`src/rtl/ps2_pkg.sv`:
```
// Shared scan-code constants, decoder state encoding and key event record
// for the PS/2 keyboard controller.
package ps2_pkg;

  localparam logic [7:0] SC_EXT = 8'hE0;
  localparam logic [7:0] SC_BRK = 8'hF0;

  typedef enum logic [1:0] {
    ST_IDLE     = 2'd0,
    ST_GOT_E0   = 2'd1,
    ST_GOT_F0   = 2'd2,
    ST_GOT_E0F0 = 2'd3
  } ps2_state_t;

  typedef struct packed {
    logic       ext;
    logic       brk;
    logic [7:0] code;
  } key_evt_t;

  localparam int EVT_W = $bits(key_evt_t);

endpackage

```
`src/rtl/ps2_key_ctrl_if.sv`:
```
// Receiver-side and consumer-side signals of the PS/2 key controller.
// The slave modport is the controller; the master is whatever drives it.
interface ps2_key_ctrl_if;
  logic       rx_done_tick;
  logic [7:0] rx_data;
  logic       rx_en;
  logic       rd;
  logic       ovf_clr;
  logic       key_valid;
  logic [7:0] key_code;
  logic       key_ext;
  logic       key_brk;
  logic       overflow;
  logic       err_tick;

  modport master (
    output rx_done_tick, rx_data, rd, ovf_clr,
    input  rx_en, key_valid, key_code, key_ext, key_brk, overflow, err_tick
  );

  modport slave (
    input  rx_done_tick, rx_data, rd, ovf_clr,
    output rx_en, key_valid, key_code, key_ext, key_brk, overflow, err_tick
  );
endinterface

```
`src/rtl/key_fifo.sv`:
```
// Show-ahead FIFO for decoded key events; a pop frees a slot for a push
// in the same cycle, and a push into a full FIFO without a pop is dropped.
module key_fifo #(
  parameter int WIDTH = 10,
  parameter int DEPTH = 4
) (
  input  logic             clk,
  input  logic             rst_n,
  input  logic             i_push,
  input  logic             i_pop,
  input  logic [WIDTH-1:0] i_din,
  output logic [WIDTH-1:0] o_dout,
  output logic             o_empty,
  output logic             o_full,
  output logic             o_drop
);
  localparam int AW = $clog2(DEPTH);
  localparam logic [AW:0] FULL_CNT = DEPTH[AW:0];

  logic [WIDTH-1:0] r_mem [DEPTH];
  logic [AW-1:0]    r_wr_ptr;
  logic [AW-1:0]    r_rd_ptr;
  logic [AW:0]      r_count;
  logic             w_pop;
  logic             w_push;

  assign o_empty = (r_count == '0);
  assign o_full  = (r_count == FULL_CNT);
  assign w_pop   = i_pop & ~o_empty;
  assign w_push  = i_push & (~o_full | w_pop);
  assign o_drop  = i_push & o_full & ~w_pop;
  // Head is forced to zero when empty so outputs are clean out of reset.
  assign o_dout  = o_empty ? '0 : r_mem[r_rd_ptr];

  always_ff @(posedge clk) begin
    if (w_push) r_mem[r_wr_ptr] <= i_din;
  end

  always_ff @(posedge clk or negedge rst_n) begin
    if (!rst_n) begin
      r_wr_ptr <= '0;
      r_rd_ptr <= '0;
      r_count  <= '0;
    end else begin
      if (w_push) r_wr_ptr <= r_wr_ptr + 1'b1;
      if (w_pop)  r_rd_ptr <= r_rd_ptr + 1'b1;
      case ({w_push, w_pop})
        2'b10:   r_count <= r_count + 1'b1;
        2'b01:   r_count <= r_count - 1'b1;
        default: r_count <= r_count;
      endcase
    end
  end
endmodule

```
`src/rtl/ps2_key_ctrl.sv`:
```
// PS/2 scan-code decoder: folds E0/F0 prefixes into key events, buffers
// them in key_fifo, and abandons stalled prefix sequences after a timeout.
//   state       | meaning
//   ST_IDLE     | no prefix pending
//   ST_GOT_E0   | extended prefix seen
//   ST_GOT_F0   | break prefix seen
//   ST_GOT_E0F0 | extended break prefix seen
module ps2_key_ctrl
  import ps2_pkg::*;
#(
  parameter int TIMEOUT_CYC = 1_000_000,
  parameter int FIFO_DEPTH  = 4
) (
  input logic           clk,
  input logic           reset,
  ps2_key_ctrl_if.slave bus
);
  localparam int TMO_W      = $clog2(TIMEOUT_CYC + 1);
  localparam int TMO_LAST_I = TIMEOUT_CYC - 1;
  localparam logic [TMO_W-1:0] TMO_LAST = TMO_LAST_I[TMO_W-1:0];

  ps2_state_t       r_state;
  ps2_state_t       w_state_src;
  ps2_state_t       w_state_nxt;
  logic [TMO_W-1:0] r_tmo_cnt;
  logic             r_err_tick;
  logic             r_overflow;
  logic             r_rx_en;
  logic             w_timeout;
  logic             w_push;
  logic             w_full;
  logic             w_empty;
  logic             w_drop;
  key_evt_t         w_evt;
  key_evt_t         w_head;
  logic [EVT_W-1:0] w_head_raw;

  // A timeout and a byte in the same cycle: the byte is decoded from IDLE.
  always_comb begin
    w_timeout   = (r_state != ST_IDLE) && (r_tmo_cnt == TMO_LAST);
    w_state_src = w_timeout ? ST_IDLE : r_state;
    w_state_nxt = w_state_src;
    w_push      = 1'b0;
    w_evt.ext   = 1'b0;
    w_evt.brk   = 1'b0;
    w_evt.code  = bus.rx_data;
    if (bus.rx_done_tick) begin
      case (w_state_src)
        ST_IDLE: begin
          if (bus.rx_data == SC_EXT)      w_state_nxt = ST_GOT_E0;
          else if (bus.rx_data == SC_BRK) w_state_nxt = ST_GOT_F0;
          else                            w_push = 1'b1;
        end
        ST_GOT_E0: begin
          if (bus.rx_data == SC_BRK)      w_state_nxt = ST_GOT_E0F0;
          else if (bus.rx_data == SC_EXT) w_state_nxt = ST_GOT_E0;
          else begin
            w_push      = 1'b1;
            w_evt.ext   = 1'b1;
            w_state_nxt = ST_IDLE;
          end
        end
        ST_GOT_F0: begin
          if (bus.rx_data == SC_BRK)      w_state_nxt = ST_GOT_F0;
          else if (bus.rx_data == SC_EXT) w_state_nxt = ST_GOT_E0;
          else begin
            w_push      = 1'b1;
            w_evt.brk   = 1'b1;
            w_state_nxt = ST_IDLE;
          end
        end
        ST_GOT_E0F0: begin
          w_state_nxt = ST_IDLE;
          if (bus.rx_data != SC_EXT && bus.rx_data != SC_BRK) begin
            w_push    = 1'b1;
            w_evt.ext = 1'b1;
            w_evt.brk = 1'b1;
          end
        end
        default: w_state_nxt = ST_IDLE;
      endcase
    end
  end

  always_ff @(posedge clk or negedge reset) begin
    if (!reset) begin
      r_state    <= ST_IDLE;
      r_tmo_cnt  <= '0;
      r_err_tick <= 1'b0;
    end else begin
      r_state    <= w_state_nxt;
      r_err_tick <= w_timeout;
      if (bus.rx_done_tick || w_state_src == ST_IDLE) r_tmo_cnt <= '0;
      else                                            r_tmo_cnt <= r_tmo_cnt + 1'b1;
    end
  end

  always_ff @(posedge clk or negedge reset) begin
    if (!reset) begin
      r_overflow <= 1'b0;
      r_rx_en    <= 1'b0;
    end else begin
      if (w_drop)           r_overflow <= 1'b1;
      else if (bus.ovf_clr) r_overflow <= 1'b0;
      r_rx_en <= ~w_full;
    end
  end

  key_fifo #(
    .WIDTH (EVT_W),
    .DEPTH (FIFO_DEPTH)
  ) u_fifo (
    .clk     (clk),
    .rst_n   (reset),
    .i_push  (w_push),
    .i_pop   (bus.rd),
    .i_din   (w_evt),
    .o_dout  (w_head_raw),
    .o_empty (w_empty),
    .o_full  (w_full),
    .o_drop  (w_drop)
  );

  assign w_head        = key_evt_t'(w_head_raw);
  assign bus.key_valid = ~w_empty;
  assign bus.key_code  = w_head.code;
  assign bus.key_ext   = w_head.ext;
  assign bus.key_brk   = w_head.brk;
  assign bus.overflow  = r_overflow;
  assign bus.err_tick  = r_err_tick;
  assign bus.rx_en     = r_rx_en;
endmodule

```
`src/flat_wrapper.sv`:
```
// flat-port wrapper written by rule: the top's interface ports become plain ports
module ps2_key_ctrl_flat import ps2_pkg::*;
#(
  parameter int TIMEOUT_CYC = 1_000_000,
  parameter int FIFO_DEPTH  = 4
)
  (clk, reset, bus_rx_done_tick, bus_rx_data, bus_rd, bus_ovf_clr, bus_rx_en, bus_key_valid, bus_key_code, bus_key_ext, bus_key_brk, bus_overflow, bus_err_tick);
  ps2_key_ctrl_if bus_i ();
  input logic clk;
  input logic reset;
  input wire logic [$bits(bus_i.rx_done_tick)-1:0] bus_rx_done_tick;
  input wire logic [$bits(bus_i.rx_data)-1:0] bus_rx_data;
  input wire logic [$bits(bus_i.rd)-1:0] bus_rd;
  input wire logic [$bits(bus_i.ovf_clr)-1:0] bus_ovf_clr;
  output wire logic [$bits(bus_i.rx_en)-1:0] bus_rx_en;
  output wire logic [$bits(bus_i.key_valid)-1:0] bus_key_valid;
  output wire logic [$bits(bus_i.key_code)-1:0] bus_key_code;
  output wire logic [$bits(bus_i.key_ext)-1:0] bus_key_ext;
  output wire logic [$bits(bus_i.key_brk)-1:0] bus_key_brk;
  output wire logic [$bits(bus_i.overflow)-1:0] bus_overflow;
  output wire logic [$bits(bus_i.err_tick)-1:0] bus_err_tick;
  assign bus_i.rx_done_tick = bus_rx_done_tick;
  assign bus_i.rx_data = bus_rx_data;
  assign bus_i.rd = bus_rd;
  assign bus_i.ovf_clr = bus_ovf_clr;
  assign bus_rx_en = bus_i.rx_en;
  assign bus_key_valid = bus_i.key_valid;
  assign bus_key_code = bus_i.key_code;
  assign bus_key_ext = bus_i.key_ext;
  assign bus_key_brk = bus_i.key_brk;
  assign bus_overflow = bus_i.overflow;
  assign bus_err_tick = bus_i.err_tick;
  ps2_key_ctrl #(.TIMEOUT_CYC(TIMEOUT_CYC), .FIFO_DEPTH(FIFO_DEPTH)) u_core (.clk(clk), .reset(reset), .bus(bus_i));
endmodule
```
`config.mk`:
```
export PLATFORM = sky130hd
export DESIGN_NAME = ps2_key_ctrl_flat
export DESIGN_NICKNAME = d
export VERILOG_FILES = /design/src/rtl/ps2_pkg.sv /design/src/rtl/ps2_key_ctrl_if.sv /design/src/rtl/key_fifo.sv /design/src/rtl/ps2_key_ctrl.sv /design/src/flat_wrapper.sv
export SDC_FILE = /design/constraint.sdc
export NUM_CORES = 1
export LEC_CHECK = 0
export BUFFER_PORTS_ARGS = -buffer_cell sky130_fd_sc_hd__buf_2
export CORE_MARGIN = 2
export CORE_UTILIZATION = 52
export DETAILED_ROUTE_END_ITERATION = 6
export GPL_ROUTABILITY_DRIVEN = 0
export PLACE_DENSITY = 0.67
export SYNTH_ARGS = -nofsm -noshare
export SYNTH_HDL_FRONTEND = slang
export SYNTH_SLANG_ARGS = --single-unit
```
`constraint.sdc`:
```
create_clock -name clk -period 6.4 [get_ports clk]
set_input_delay 0.96 -clock clk [delete_from_list [all_inputs] [get_ports clk]]
set_output_delay 0.96 -clock clk [all_outputs]
set_load 0.02 [all_outputs]
```
# Word-level counts from Yosys, hierarchy flattened
# Memories as Yosys holds them, arrays and structs flattened.
# Index checks and enable logic that the tools add are counted.
[totals] reg_bits=32 latch_bits=0 mem_bits_rw=40 romBits=0 input_bits=13 out_inout_bits=14 elab_cells=68 mem_count=1
[op_classes] add_sub_neg=5 n_mul=0 div=0 magnitude_cmp=0 n_eq_ne=11 shift=0 n_mux=26 bitwise_logic=8 n_reduce_logical=9
[mem_list] memory="u_core.u_fifo.r_mem" words=4 width=10 rd=1 rd_clocked_by_memory_dff=0 wr=1 line_no="key_fifo.sv:20" rtl="logic [WIDTH-1:0] r_mem [DEPTH];"
[op_table] operator="20-bit by 1-bit adder with 20-bit output (second input constant)" n=1
[op_table] operator="20-bit == test (second input constant)" n=1
[op_table] operator="20-bit two-way mux" n=1
[op_table] operator="8-bit == test (second input constant)" n=2
[op_table] operator="2-bit two-way mux" n=8
[op_table] operator="8-bit inequality test (second input constant)" n=2
[op_table] operator="1-bit two-way mux" n=11
[op_table] operator="10-bit two-way mux" n=1
[op_table] operator="2-bit one-hot mux with 4 select lines" n=1
[op_table] operator="2-bit == test (second input constant)" n=3
[op_table] operator="3-bit one-hot mux with 2 select lines" n=1
[op_table] operator="2-bit nonzero test" n=3
[op_table] operator="2-bit by 1-bit adder with 2-bit output (second input constant)" n=2
[op_table] operator="1-bit bitwise AND" n=4
[op_table] operator="2-bit by 1-bit == test with 1-bit output (second input constant)" n=2
[op_table] operator="1-bit one-hot mux with 2 select lines" n=2
[op_table] operator="3-bit by 1-bit adder with 3-bit output (second input constant)" n=1
[op_table] operator="3-bit == test (second input constant)" n=1
[op_table] operator="3-bit zero test" n=1
[op_table] operator="1-bit NOT" n=3
[op_table] operator="1-bit one-hot mux with 3 select lines" n=1
[op_table] operator="3-bit by 1-bit subtractor with 3-bit output (second input constant)" n=1
[op_table] operator="1-bit logical AND" n=2
[op_table] operator="2-bit zero test" n=1
[op_table] operator="3 further kinds" n=3

# Longest topological paths before layout
[logic_depth] depth_word=10 ltp_mapped=11 ltp_nobuf=10

# By module
# A second synthesis with hierarchy kept.
[unflattened] hier_cells=244 hier_area_um2=3289.4
[modules_own_cells] mod="key_fifo" instances=1 cells_per_inst=114 area_each_um2=2024.4 seq_area_each_um2=1376.3
[modules_own_cells] mod="ps2_key_ctrl" instances=1 cells_per_inst=130 area_each_um2=1265.0 seq_area_each_um2=625.6

# Least setup slack after synthesis
# No wires, ideal clock.
[synth_path] kind="input to register" startpoint="in bus_rx_data[2]" endpoint="reg u_core.u_fifo.r_count[2]" setup_ns=0.079 t_arrival_ns=2.920 t_required_ns=6.321 path_slack_ns=3.401 path_stages=11 path_buffers=1 path_cell_list="nand4b_1 > or4_1 > and3_1 > clkbuf_1 > inv_1 > ha_1 > inv_1 > fa_1 > xor2_1 > nor2_1 > xor2_1"
[synth_between] elab_chain_cells=8 word_cells_on_any_way=17 classes_between="eq/ne (6); mux (8); bitwise (1); reduce/logical (2)"
[synth_lines] item="start, declared" line_no="flat_wrapper.sv:12" rtl="input wire logic [$bits(bus_i.rx_data)-1:0] bus_rx_data;"
[synth_lines] item="8-bit == test (tied with other cells)" line_no="ps2_key_ctrl.sv:50, ps2_key_ctrl.sv:56, ps2_key_ctrl.sv:65"
[synth_lines] item="1-bit two-way mux (tied with other cells)" line_no="ps2_key_ctrl.sv:56, ps2_key_ctrl.sv:65"
[synth_lines] item="1-bit two-way mux, on equally long branches" line_no="ps2_key_ctrl.sv:64, ps2_key_ctrl.sv:50, ps2_key_ctrl.sv:74"
[synth_lines] item="1-bit one-hot mux with 3 select lines (*)" line_no="ps2_key_ctrl.sv:48" rtl="case (w_state_src)"
[synth_lines] item="1-bit two-way mux (*)" line_no="ps2_key_ctrl.sv:47" rtl="if (bus.rx_done_tick) begin"
[synth_lines] item="1-bit bitwise AND (*)" line_no="key_fifo.sv:30" rtl="assign w_push = i_push & (~o_full | w_pop);"
[synth_lines] item="2-bit by 1-bit == test with 1-bit output / 2-bit == test (equally long branches)" line_no="key_fifo.sv:47" rtl="case ({w_push, w_pop})"
[synth_lines] item="3-bit one-hot mux with 2 select lines / 2-bit nonzero test (equally long branches)"
[synth_lines] item="end signal, assigned" line_no="key_fifo.sv:48" rtl="2'b10: r_count <= r_count + 1'b1;"
[synth_lines] item="end signal, assigned" line_no="key_fifo.sv:49" rtl="2'b01: r_count <= r_count - 1'b1;"
[synth_lines] item="end signal, assigned" line_no="key_fifo.sv:50" rtl="default: r_count <= r_count;"
[synth_lines] item="end, declared" line_no="key_fifo.sv:23" rtl="logic [AW:0] r_count;"
# Mark *: on every way between the ends. The rest lies on a longest branch, timed or not.
# A chain may end at the register's enable or synchronous reset.

# Worst setup path after layout
[layout_path] startpoint="reg u_core.u_fifo.r_rd_ptr[0]" endpoint="out bus_key_brk"
[layout_between] elab_chain_cells=2
[layout_lines] item="start, declared" line_no="key_fifo.sv:22" rtl="logic [AW-1:0] r_rd_ptr;"
[layout_lines] item="start signal, assigned" line_no="key_fifo.sv:46" rtl="if (w_pop) r_rd_ptr <= r_rd_ptr + 1'b1;"
[layout_lines] item="memory read 4 x 10 bit"
[layout_lines] item="10-bit two-way mux" line_no="key_fifo.sv:33" rtl="assign o_dout = o_empty ? '0 : r_mem[r_rd_ptr];"
[layout_lines] item="end, declared" line_no="flat_wrapper.sv:19" rtl="output wire logic [$bits(bus_i.key_brk)-1:0] bus_key_brk;"
# No other way between the ends.

==> metrics.md <==
| Metric | Value |
|---|---|
| Element type at the critical path start | register |
| Vias in the first global route | 1777 |
| Synth Warn # | 0 |
| Clock transition at the register clock pins on the worst setup and hold paths after CTS | 80 ps |
| Number of buffers added on ports | 26 |
| Number of flip-flops and latches in the synthesized netlist | 72 |
| Post-DR wirelength/cell | 15.2 µm |
| Row Count | 28 |
| Top fanout value on the critical path | 12 |
| Final period util | 47.3% |
| Layout overhead on the synthesized area | 12.6% |
| Startpoint of the most critical register-to-register path | u_core.u_fifo.r_count[0]$_DFFE_PN0P_ |
| Post-Place Cell Area | 3360 µm² |
| Sink count of the clock tree | 72 |
| Area fraction of the dominant cell type after synthesis | 38.0% |
| Sink of the worst hold path | u_core.r_tmo_cnt[0]$_DFF_PN0_ |
| Post-detailed-placement half-perimeter wirelength | 3.51 mm |
| Switching power of the nets | 0.000420 W |
| Worst slew margin relative to its limit | 50.5% |
| Combined global-route utilization of all metal layers | 17.7% |
| Via/cell ratio | 5.35 |
| Post-synth cell types | 34 |
| Longest individual stage delay on the worst path | 810 ps |
| Antenna violations before repair | 0 |
| Area of the core | 5890 µm² |
| # IOs | 27 |
| Worst reg2reg setup slack | 4130 ps |
| Combined area of all synthesized cells | 3160 µm² |
| Antenna diode count | 0 |
| Status | finished, final reports clean |
| Most common library cell in the layout ignoring fill and taps | edfxtp_1 |
| Number of iterations in the first detailed-routing pass | 4 |
| Pwr dens | 381 nW/µm² |
| Switching power as a share of total power | 30.9% |
| Unrepaired setup endpoints after global routing | no |
| Level count of the clock H-tree | 3 |
| Worst-case vdd ir drop | 0.263 mV |
| # DRC | 0 |
| Setup slack of the critical path after layout | 3370 ps |
| Minimum setup slack after placement | 3120 ps |
| Initial drt markers | 90 |
| Gates resized, CTS repair | 0 |
| Crit path capture type | output pin |
| Master cell of the clock root buffer | clkbuf_8 |
| Final design area excluding fillers | 3560 µm² |
| Overflow after GRT | 0 |
| Endpoints failing setup | 0 |
| Signal arrival time at the worst endpoint | 2070 ps |
| Sequential fraction of design power | 46.9% |
| Die Outline Area | 6720 µm² |
| Share of the yosys chip area belonging to registers | 63.3% |
| Number of cells on the worst hold path | 1 |
| Number of flops mapped to enable cells by yosys | 40 |
| Chip Width | 82.0 µm |
| Highest clock rate | 330 MHz |
| Fill cell total of the finished layout | 479 |
| Most frequent cells in the layout | 40 x edfxtp_1, 32 x dfrtp_1, 26 x buf_2 |
| Maximum number of pins on one net before global-route repair | 33 |
| Worst EP required | 5440 ps |
| Net count after synthesis | 252 |
| Top cells by area in the synthesized netlist | edfxtp_1 38%, dfrtp_1 25%, mux4_2 7.1%, xnor2_1 3.3%, and2_1 3.0% |
| Count of buffering cells on the critical path with inverters included | 1 |
| CTS Hold Bufs | 0 |
| Final setup skew | 11.8 ps |
| Logic gate share of total power | 27.1% |
| Count of maximum capacitance violations | 0 |
| Cell-by-cell trace of the critical path | mux4_2 -> and2_1 -> buf_2 |
| Global-route wire length before repair | 8.49 mm |
| Final Routed Wirelength | 5.20 mm |
| Die height | 82.0 µm |
| Clock insertion delay at the later pin of the skew report | 340 ps |
| Share of flip-flops with an asynchronous set or reset | 44.4% |
| Via count of the routed design | 1828 |
| # nets final | 282 |
| Setup TNS Final | 0 ps |
| Setup fix buffers added after clock tree synthesis | 0 |
| Clock tree from TritonCTS | done |
| Critical hold path startpoint | u_core.r_tmo_cnt[0]$_DFF_PN0_ |
| Number of max-slew violations in the final report | 0 |
| Ratio of cells with drive above 1 in the final layout | 21.3% |
| Post-synth top flop | edfxtp_1 |
| Final Hold Viols | 0 |
| HP Class | reg2reg |
| Min Tclk post-route | 3030 ps |
| Synthesized instance count | 232 |
| Cell type of the slowest stage on the worst timing path | dfrtp_1 |
| Clock Path Buffers | 2 |
| Initial Utilization | 53.7% |
| Startpoint-to-endpoint class of the critical path | reg2out |
| Post-synthesis cell type with the largest combined area | edfxtp_1 |
| Hold slack | 489 ps |
| Internal Pwr Total | 0.000937 W |
| FF-to-FF path depth | 8 |
| Reported leakage power | 1.34 nW |
| Transition time at the pin with the least slew margin | 742 ps |
| Number of nets still failing antenna checks after routing | 0 |
| Total clock buffers created by CTS | 9 |
| Reg2Reg Capture Point | u_core.u_fifo.r_count[2]$_DFFE_PN0P_ |
| Cell family with most CP delay | flip-flops |
| Mean instance size in the synthesized netlist | 13.6 µm² |
| Share of power burned in the clock network | 26.0% |
## power by group through the flow
| stage | Combinational, W | Sequential [W] | Clock (W) |
|---|---|---|---|
| 4_1_cts | 0.000375 | 0.000639 | 0.000362 |
| 3_3_place_gp | 0.000367 | 0.000646 | 0 |
| 5_1_grt | 0.000413 | 0.000648 | 0.000379 |
| 2_1_floorplan | 0.000297 | 0.000612 | 0 |
| 3_5_place_dp | 0.000375 | 0.000649 | 0 |
| 6_report | 0.000368 | 0.000637 | 0.000352 |
## cell usage after synthesis, types with 3 or more instances
| master | instances |
|---|---|
| a21oi_1 | 7 |
| and2_1 | 15 |
| clkbuf_1 | 6 |
| dfrtp_1 | 32 |
| edfxtp_1 | 40 |
| ha_1 | 6 |
| inv_1 | 14 |
| mux4_2 | 10 |
| nand2_1 | 7 |
| nand3_1 | 4 |
| nand4_1 | 4 |
| nor2_1 | 21 |
| nor3_1 | 4 |
| o21ai_0 | 9 |
| o31ai_1 | 3 |
| or3_1 | 6 |
| or4_1 | 5 |
| xnor2_1 | 12 |
| xor2_1 | 5 |
## cell type report
class | count | area [µm²] | area share, %
Timing Repair Buffer | 27 | 138 | 3.87
Tap cell | 75 | 93.8 | 2.64
Sequential cell | 72 | 2000 | 56.3
Clock inverter | 5 | 57.6 | 1.62
Multi-Input combinational cell | 138 | 1070 | 30.2
Inverter | 14 | 52.6 | 1.48
Clock buffer | 11 | 141 | 3.97
## worst reg2reg max path: stages (launching register included)
cell and delay [ps]:
dfrtp_1 430, or3_1 560, and2_1 290, ha_1 240
inv_1 80, fa_1 180, xor2_1 170, nor2_1 70
xor2_1 140
## per-stage QoR
stage	util, %	power (W)	cells
after detailed placement	57.1	0.00102	326
after floorplan	-	0.000909	232
after global routing	60.5	0.00144	342
final	60.5	0.00136	342
after CTS	60.5	0.00138	342
after global placement	57.1	0.00101	326
## sequential cells by signal (all words and copies together), names as in the netlist
signal / flops
u_core.r_tmo_cnt: 20
u_core.bus.overflow: 1
u_core.bus.err_tick: 1
u_core.u_fifo.r_rd_ptr: 2
u_core.u_fifo.r_mem: 40
u_core.bus.rx_en: 1
u_core.u_fifo.r_count: 3
u_core.u_fifo.r_wr_ptr: 2
u_core.r_state: 2
## metal layers
metal / part of all wire [%] / track usage [%] / vias up
li1: - / - / 895
met1: 45 / 22.1 / 897
met2: 50 / 28.9 / 28
met3: 4.3 / 5.93 / 8
met4: 1.1 / 6.00 / 0
met5: 0 / 0 / -
## worst max-delay path by stage
stage	start	end	slack [ps]	cells after the start
after floorplan	bus_rx_data[2]	u_core.u_fifo.r_count[2]$_DFFE_PN0P_	3400	11
after global placement	bus_rx_data[2]	u_core.u_fifo.r_count[2]$_DFFE_PN0P_	3190	11
after detailed placement	bus_rx_data[2]	u_core.u_fifo.r_count[2]$_DFFE_PN0P_	3120	11
after CTS	u_core.u_fifo.r_rd_ptr[0]$_DFFE_PN0P_	bus_key_code[3]	3300	3
after global routing	u_core.u_fifo.r_rd_ptr[0]$_DFFE_PN0P_	bus_key_code[0]	3200	3
final	u_core.u_fifo.r_rd_ptr[0]$_DFFE_PN0P_	bus_key_brk	3370	3
## logic make-up after synthesis
family	after synthesis	synth area share [%]
AND/OR/NAND/NOR	79	14.0
AO/OA/AOI/OAI	22	4.08
buffers and inverters	22	2.69
adder cells (fa/ha/maj)	7	3.01
flip-flops	72	63.3
multiplexers	13	8.16
XOR/XNOR	17	4.71
(Power assumes the default switching activity.)
